`src/rtl/sr_ctrl_pkg.sv`:
```
// Shared definitions for the multi-chain shift-register config engine:
// FSM state encoding and chain slice packing helper.
package sr_ctrl_pkg;

  localparam logic [2:0] ST_IDLE  = 3'd0;
  localparam logic [2:0] ST_SETUP = 3'd1;
  localparam logic [2:0] ST_HIGH  = 3'd2;
  localparam logic [2:0] ST_LOAD  = 3'd3;
  localparam logic [2:0] ST_DONE  = 3'd4;

  // LSB position of chain c inside a packed NCH*WIDTH bus.
  function automatic int unsigned chain_lsb(input int unsigned c, input int unsigned w);
    return c * w;
  endfunction

endpackage

```
`src/rtl/sr_tick_gen.sv`:
```
// Half-period tick generator: one-cycle pulse every 2**div cycles, with the
// divider exponent latched and the counter restarted on each accepted start.
module sr_tick_gen #(
  parameter int unsigned DIV_WIDTH = 6
) (
  input  logic                 i_clk,
  input  logic                 i_rst,
  input  logic                 i_clear,
  input  logic [DIV_WIDTH-1:0] i_div,
  output logic                 o_tick
);

  localparam int unsigned CW = 1 << DIV_WIDTH;

  logic [DIV_WIDTH-1:0] r_div;
  logic [CW-1:0]        r_cnt;
  logic [CW-1:0]        w_mask;

  assign w_mask = (CW'(1) << r_div) - CW'(1);
  assign o_tick = (r_cnt == w_mask);

  always_ff @(posedge i_clk) begin
    if (i_rst) begin
      r_div <= '0;
      r_cnt <= '0;
    end else if (i_clear) begin
      r_div <= i_div;
      r_cnt <= '0;
    end else if (o_tick) begin
      r_cnt <= '0;
    end else begin
      r_cnt <= r_cnt + CW'(1);
    end
  end

endmodule

```
`src/rtl/sr_multichain_ctrl.sv`:
```
// Shift-register config engine: writes/reads NCH parallel chip chains on a
// shared clk_sr/load_sr, captures readback and flags per-chain mismatches.
module sr_multichain_ctrl
  import sr_ctrl_pkg::*;
#(
  parameter int unsigned WIDTH           = 170,
  parameter int unsigned NCH             = 2,
  parameter int unsigned DIV_WIDTH       = 6,
  parameter bit          SHIFT_DIRECTION = 1'b1,
  parameter int unsigned LOAD_CYCLES     = 2
) (
  input  logic                 clk_in,
  input  logic                 rst,
  input  logic                 start,
  input  logic                 mode,
  input  logic [DIV_WIDTH-1:0] div,
  input  logic [NCH*WIDTH-1:0] din,
  input  logic [NCH-1:0]       data_in,
  output logic                 clk_sr,
  output logic [NCH-1:0]       data_out,
  output logic                 load_sr,
  output logic                 busy,
  output logic                 done,
  output logic [NCH*WIDTH-1:0] dout,
  output logic [NCH-1:0]       mismatch
);

  localparam int unsigned BCW = $clog2(WIDTH + 1);
  localparam int unsigned LCW = $clog2(LOAD_CYCLES + 1);

  logic [2:0]     r_state, w_state_nxt;
  logic [BCW-1:0] r_bit_cnt;
  logic [LCW-1:0] r_load_cnt;
  logic           r_mode, r_wrote_once;
  logic           r_clk_sr, r_load_sr, r_busy, r_done;
  logic           w_tick, w_accept, w_shift, w_last_bit, w_enter_done;

  sr_tick_gen #(.DIV_WIDTH(DIV_WIDTH)) u_tick (
    .i_clk   (clk_in),
    .i_rst   (rst),
    .i_clear (w_accept),
    .i_div   (div),
    .o_tick  (w_tick)
  );

  assign w_accept     = (r_state == ST_IDLE) && start;
  assign w_shift      = (r_state == ST_HIGH) && w_tick;
  assign w_last_bit   = (r_bit_cnt == BCW'(WIDTH - 1));
  assign w_enter_done = (w_state_nxt == ST_DONE);

  always_comb begin
    w_state_nxt = r_state;
    case (r_state)
      ST_IDLE:  if (start) w_state_nxt = ST_SETUP;
      ST_SETUP: if (w_tick) w_state_nxt = ST_HIGH;
      ST_HIGH: begin
        if (w_tick) begin
          if (w_last_bit) w_state_nxt = r_mode ? ST_DONE : ST_LOAD;
          else            w_state_nxt = ST_SETUP;
        end
      end
      ST_LOAD:  if (w_tick && (r_load_cnt == LCW'(LOAD_CYCLES - 1))) w_state_nxt = ST_DONE;
      ST_DONE:  w_state_nxt = ST_IDLE;
      default:  w_state_nxt = ST_IDLE;
    endcase
  end

  // Pin strobes are registered from the next state so they align with it.
  always_ff @(posedge clk_in) begin
    if (rst) begin
      r_state      <= ST_IDLE;
      r_bit_cnt    <= '0;
      r_load_cnt   <= '0;
      r_mode       <= 1'b0;
      r_wrote_once <= 1'b0;
      r_clk_sr     <= 1'b0;
      r_load_sr    <= 1'b0;
      r_busy       <= 1'b0;
      r_done       <= 1'b0;
    end else begin
      r_state   <= w_state_nxt;
      r_clk_sr  <= (w_state_nxt == ST_HIGH);
      r_load_sr <= (w_state_nxt == ST_LOAD);
      r_busy    <= (w_state_nxt != ST_IDLE);
      r_done    <= (w_state_nxt == ST_DONE);
      if (w_accept) begin
        r_mode     <= mode;
        r_bit_cnt  <= '0;
        r_load_cnt <= '0;
      end
      if (w_shift) r_bit_cnt <= r_bit_cnt + BCW'(1);
      if ((r_state == ST_LOAD) && w_tick) r_load_cnt <= r_load_cnt + LCW'(1);
      if (w_enter_done && !r_mode) r_wrote_once <= 1'b1;
    end
  end

  assign clk_sr  = r_clk_sr;
  assign load_sr = r_load_sr;
  assign busy    = r_busy;
  assign done    = r_done;

  for (genvar c = 0; c < NCH; c++) begin : g_chain
    localparam int unsigned LSB = chain_lsb(c, WIDTH);

    logic [WIDTH-1:0] r_tx, r_rx, r_wdata, r_last, r_dout;
    logic [WIDTH-1:0] w_din, w_first_src, w_tx_rot, w_rx_sh, w_rx_fin;
    logic             r_dbit, r_mis, w_first_bit, w_next_bit;

    assign w_din = din[LSB +: WIDTH];

    // tx rotates rather than shifts, so after a full op it again holds the
    // written word and a following read-only op recirculates chip contents.
    always_comb begin
      w_first_src = mode ? r_tx : w_din;
      if (SHIFT_DIRECTION) begin
        w_tx_rot    = {r_tx[WIDTH-2:0], r_tx[WIDTH-1]};
        w_rx_sh     = {r_rx[WIDTH-2:0], data_in[c]};
        w_first_bit = w_first_src[WIDTH-1];
        w_next_bit  = w_tx_rot[WIDTH-1];
      end else begin
        w_tx_rot    = {r_tx[0], r_tx[WIDTH-1:1]};
        w_rx_sh     = {data_in[c], r_rx[WIDTH-1:1]};
        w_first_bit = w_first_src[0];
        w_next_bit  = w_tx_rot[0];
      end
      w_rx_fin = (r_state == ST_HIGH) ? w_rx_sh : r_rx;
    end

    // Results are committed on entry to DONE so they are valid with done.
    always_ff @(posedge clk_in) begin
      if (rst) begin
        r_tx    <= '0;
        r_rx    <= '0;
        r_wdata <= '0;
        r_last  <= '0;
        r_dout  <= '0;
        r_dbit  <= 1'b0;
        r_mis   <= 1'b0;
      end else begin
        if (w_accept) begin
          if (!mode) begin
            r_tx    <= w_din;
            r_wdata <= w_din;
          end
          r_dbit <= w_first_bit;
        end
        if (w_shift) begin
          r_tx <= w_tx_rot;
          r_rx <= w_rx_sh;
          if (!w_last_bit) r_dbit <= w_next_bit;
        end
        if (w_enter_done) begin
          r_dout <= w_rx_fin;
          r_mis  <= r_wrote_once && (w_rx_fin != r_last);
          r_dbit <= 1'b0;
          if (!r_mode) r_last <= r_wdata;
          else         r_tx   <= w_rx_fin;
        end
      end
    end

    assign dout[LSB +: WIDTH] = r_dout;
    assign mismatch[c]        = r_mis;
    assign data_out[c]        = r_dbit;
  end

endmodule
```
`config.mk`:
```
export PLATFORM = sky130hd
export DESIGN_NAME = sr_multichain_ctrl
export DESIGN_NICKNAME = d
export VERILOG_FILES = /design/src/rtl/sr_ctrl_pkg.sv /design/src/rtl/sr_tick_gen.sv /design/src/rtl/sr_multichain_ctrl.sv
export SDC_FILE = /design/constraint.sdc
export NUM_CORES = 2
export LEC_CHECK = 0
export ABC_AREA = 1
export BUFFER_PORTS_ARGS = -buffer_cell sky130_fd_sc_hd__buf_2
export CORE_UTILIZATION = 25
export CTS_CLUSTER_DIAMETER = 50
export DETAILED_ROUTE_END_ITERATION = 8
export GPL_TIMING_DRIVEN = 0
export PLACE_DENSITY = 0.49
export SYNTH_ARGS = -nofsm -noshare
export SYNTH_HDL_FRONTEND = slang
export SYNTH_SLANG_ARGS = --single-unit
```
`constraint.sdc`:
```
create_clock -name clk_in -period 7.2 [get_ports clk_in]
set_input_delay 1.08 -clock clk_in [delete_from_list [all_inputs] [get_ports clk_in]]
set_output_delay 1.08 -clock clk_in [all_outputs]
set_load 0.005 [all_outputs]
```
==> results.md <==
* Run status: complete, but fails checks
* Failing checks: max-capacitance violations, max-slew violations
* Int Pwr at around 19 mW
* Syn Inst Count at approximately 13000
* Max Buffers Root-to-Sink at 4
* Synth Register Bits at approximately 1800
* R2R Setup Slk at ~0.9 ns
* CP Max Fanout at 10
* R2R Path End: g_chain[1].r_rx[152]
* Relative slew margins at -0.828%
* Worst skew pair latency at 0.95 ns
* RSZ-0062 raised after global routing: no
* TritonCTS buffer count at between 200 and 300
* Most numerous cell in the Yosys netlist: nand2_1
* Total negative setup slack at 0 ns
* Post-cts resize count at 0
* Slew Limit Fails at 20
* Critical path arrival at 7.01 ns
* Post-synth top area share at a little over two fifths
* CTS tree: yes
* Hpwl dp at about 330000 µm
* Vias in the first global route at slightly above 80000
* Most frequent cells after synthesis: nand2_1 (4186), dfxtp_1 (1793), nor2_1 (1749)
* VDD IR max at between 150 and 200 µV
* Iteration-0 DRC count of the detailed router at roughly 8900
* Startpoint Class: flop
* H-tree depth at 5
* P_sw at between 7 and 8 mW
* Clock sink count at 1793
* Pre-CTS setup slack at roughly 1.2 ns
* Root Driver: clkbuf_16
* Total grt overflow at 0
* Fill cells at between 30000 and 40000
* Clock power frac at approximately 54%
* Non-filler cells, final at 18800
* Cell Area, Synth at around 0.085 mm²
* Top FF cell, synth: dfxtp_1
* Syn Nets at between 10000 and 15000
* Hold Path End: g_chain[0].r_wdata[120]
* # IOs at 700
* Post CTS Setup Buffer Count at 0
* HP Start: din[120]
* Critical path class: reg2reg
* Sw frac at a little over a quarter
* Row cnt at roughly 210
* Area occupied by multi-input gates at between 0.04 and 0.05 mm²
* DRT antenna net count at 0
* Reg2reg start: u_tick.r_div[5]
* Static Leakage at 51.3 nW
* Placer Congestion at around 1
* DIE AREA at around 0.34 mm²
* Initial antenna violation count at 75
* Critical Path End Type: flop
* Die Wd at 586 µm
* First-pass GRT wire length at 594000 µm
* Hold path depth at 3
* EDFF count, synth at 0
* Power share of the combinational group at under 10%
* Sequential cell area at 0.0359 mm²
* Setup ws final at ~0.91 ns
* Synth top area cells: dfxtp_1 (42%), nand2_1 (18%), nor2_1 (7.7%), o21ai_0 (5.3%), a21oi_1 (4.2%)
* Starting Density at about a quarter
* Worst Max-Slew Pin Slew at 1.51 ns
* Largest area contributor in the netlist: dfxtp_1
* Number of port buffers at roughly 700
* Total power at around 26 mW
* Worst EP required at 7.92 ns
* DR pass1 iterations at 7
* Syn. warnings at 0
* Die height at approximately 590 µm
* Cell Pwr Density at roughly 250 mW/mm²
* Worst Reg2Reg Path Length in Cells at 22
* CTS hold repair buffers at 0
* Final Hold Fails at 0
* Tightest Hold Check Type: in2reg
* Core area at around 0.34 mm²
* Final period utilization at between 80% and 90%
* Clock skew at between 0.09 and 0.1 ns
* Clock slew at reported path FFs at 0.05 ns
* Final #Nets at around 14000
* Syn Area/Cell at around 6.6 µm²
* Post-DR vias/cell at 4.76
* Minimum clock period at 6.29 ns
* Synth unique cells at 44
* Maxcap violations at 2
* Area Growth Syn to Fin at 23.2%
* Final wirelength at 426000 µm
* Post-synth ARST share at 0%
* Count of final setup violators at 0
* Sequential share of the synthesized area at a little over two fifths
* DRC errors left at 0
* Wirelength per Cell at 22.7 µm
* Sequential power share at between 30% and 40%
* GRT Total Usage at a little under a quarter
* FMAX at roughly 160 MHz
* Final core area utilization at 30.9%
* Via count at 89200
* Pin count of the biggest net entering global routing at 14
* Share of post-route cells with drive strength above 1 at ~12%
* Placed cells at between 15000 and 20000
==> worst max path at each step <==
stage / from / slack [ns] / end
5_1_grt: u_tick.r_div[5] / 0.83 / g_chain[1].r_rx[152]
4_1_cts: u_tick.r_div[5] / 1.15 / g_chain[1].r_rx[152]
2_1_floorplan: u_tick.r_div[5] / 3.56 / g_chain[0].r_rx[163]
3_5_place_dp: u_tick.r_div[5] / 1.17 / g_chain[0].r_rx[4]
3_3_place_gp: r_state[2] / -1.30 / g_chain[0].r_mis
6_report: u_tick.r_div[5] / 0.91 / g_chain[1].r_rx[152]
==> placed cells by master, fill, tap and decap left out, types with 18 or more instances in the layout <==
cell,n
nand2_1,4186
bufinv_16,27
xor2_1,294
inv_6,43
o21ai_0,894
nor4_1,63
buf_6,57
buf_16,19
nand4_1,440
buf_1,44
nand3_1,518
clkbuf_2,83
clkinv_4,18
clkinv_2,29
clkinvlp_4,21
o21ai_1,180
or2_2,25
nor2_1,1746
nor3_1,77
clkbuf_16,282
buf_4,20
clkbuf_1,431
a21oi_1,711
inv_1,930
dfxtp_1,1793
xnor2_1,103
buf_2,967
clkbuf_8,29
diode_2,37
==> worst max-delay path, cell delays in order, from the launching register on <==
cell	delay (ns)
dfxtp_1	0.29
buf_2	0.22
inv_2	0.09
buf_2	0.19
buf_2	0.20
buf_2	0.23
nand2_1	0.17
ha_1	0.24
nand3_1	0.18
inv_2	0.14
nand3_1	0.17
nor2_1	0.54
nand3_1	0.23
xor2_1	0.30
nand2_1	0.10
nor3_1	0.14
nand2_1	0.12
nor2_4	0.27
nand3_1	0.56
clkbuf_1	0.62
buf_2	0.45
inv_1	0.53
a21oi_1	0.15
==> metrics by stage <==
stage	hold WS, ns	area, µm²
after floorplan	0.430	85300
after global placement	0.446	94400
after detailed placement	0.450	95400
after CTS	0.382	105000
after global routing	0.421	105000
final	0.429	105000
==> power by group through the flow <==
stage	Combinational [mW]	Clock [mW]	Sequential, mW
after floorplan	1.22	0	10.4
after global placement	1.92	0	10.4
after detailed placement	1.92	0	10.4
after CTS	1.93	14.3	10.2
after global routing	2.16	14.7	10.2
final	1.96	14.1	10.2
==> cell families after synthesis <==
family | Yosys count | share of synthesized area (%)
adder cells (fa/ha/maj) | 5 | 0.0734
multiplexers | 2 | 0.0264
AO/OA/AOI/OAI | 1810 | 10.7
buffers and inverters | 1819 | 8.97
XOR/XNOR | 398 | 4.10
flip-flops | 1793 | 42.1
AND/OR/NAND/NOR | 7116 | 34.0
==> area by class of cell <==
cell class / instances / share of cell area, %
Timing Repair Buffer: 736 / 4.10
Clock inverter: 159 / 1.89
Buffer: 867 / 3.98
Clock buffer: 342 / 7.21
Multi-Input combinational cell: 9331 / 39.8
Tap cell: 4536 / 5.40
Sequential cell: 1793 / 34.2
Inverter: 952 / 3.40
Antenna cell: 37 / 0.0881
==> routing by layer <==
metal | vias to the layer above | wire length (µm) | share of wire [%] | global-route usage, %
met4 | 14 | 18900 | 4.5 | 9.79
li1 | 43200 | - | - | -
met1 | 41800 | 191000 | 45 | 33.1
met5 | - | 106 | 0.025 | 0
met2 | 3501 | 182000 | 43 | 36.3
met3 | 621 | 33700 | 7.9 | 4.38
==> state kept, by name (all words and copies together) (netlist names), 3 cells and up <==
signal,flops
g_chain.r_rx,340
u_tick.r_div,6
u_tick.r_cnt,64
g_chain.r_last,340
r_bit_cnt,8
g_chain.r_dout,340
g_chain.r_tx,340
g_chain.r_wdata,340
r_state,3
Note: power is estimated with default switching activity, not from simulation.
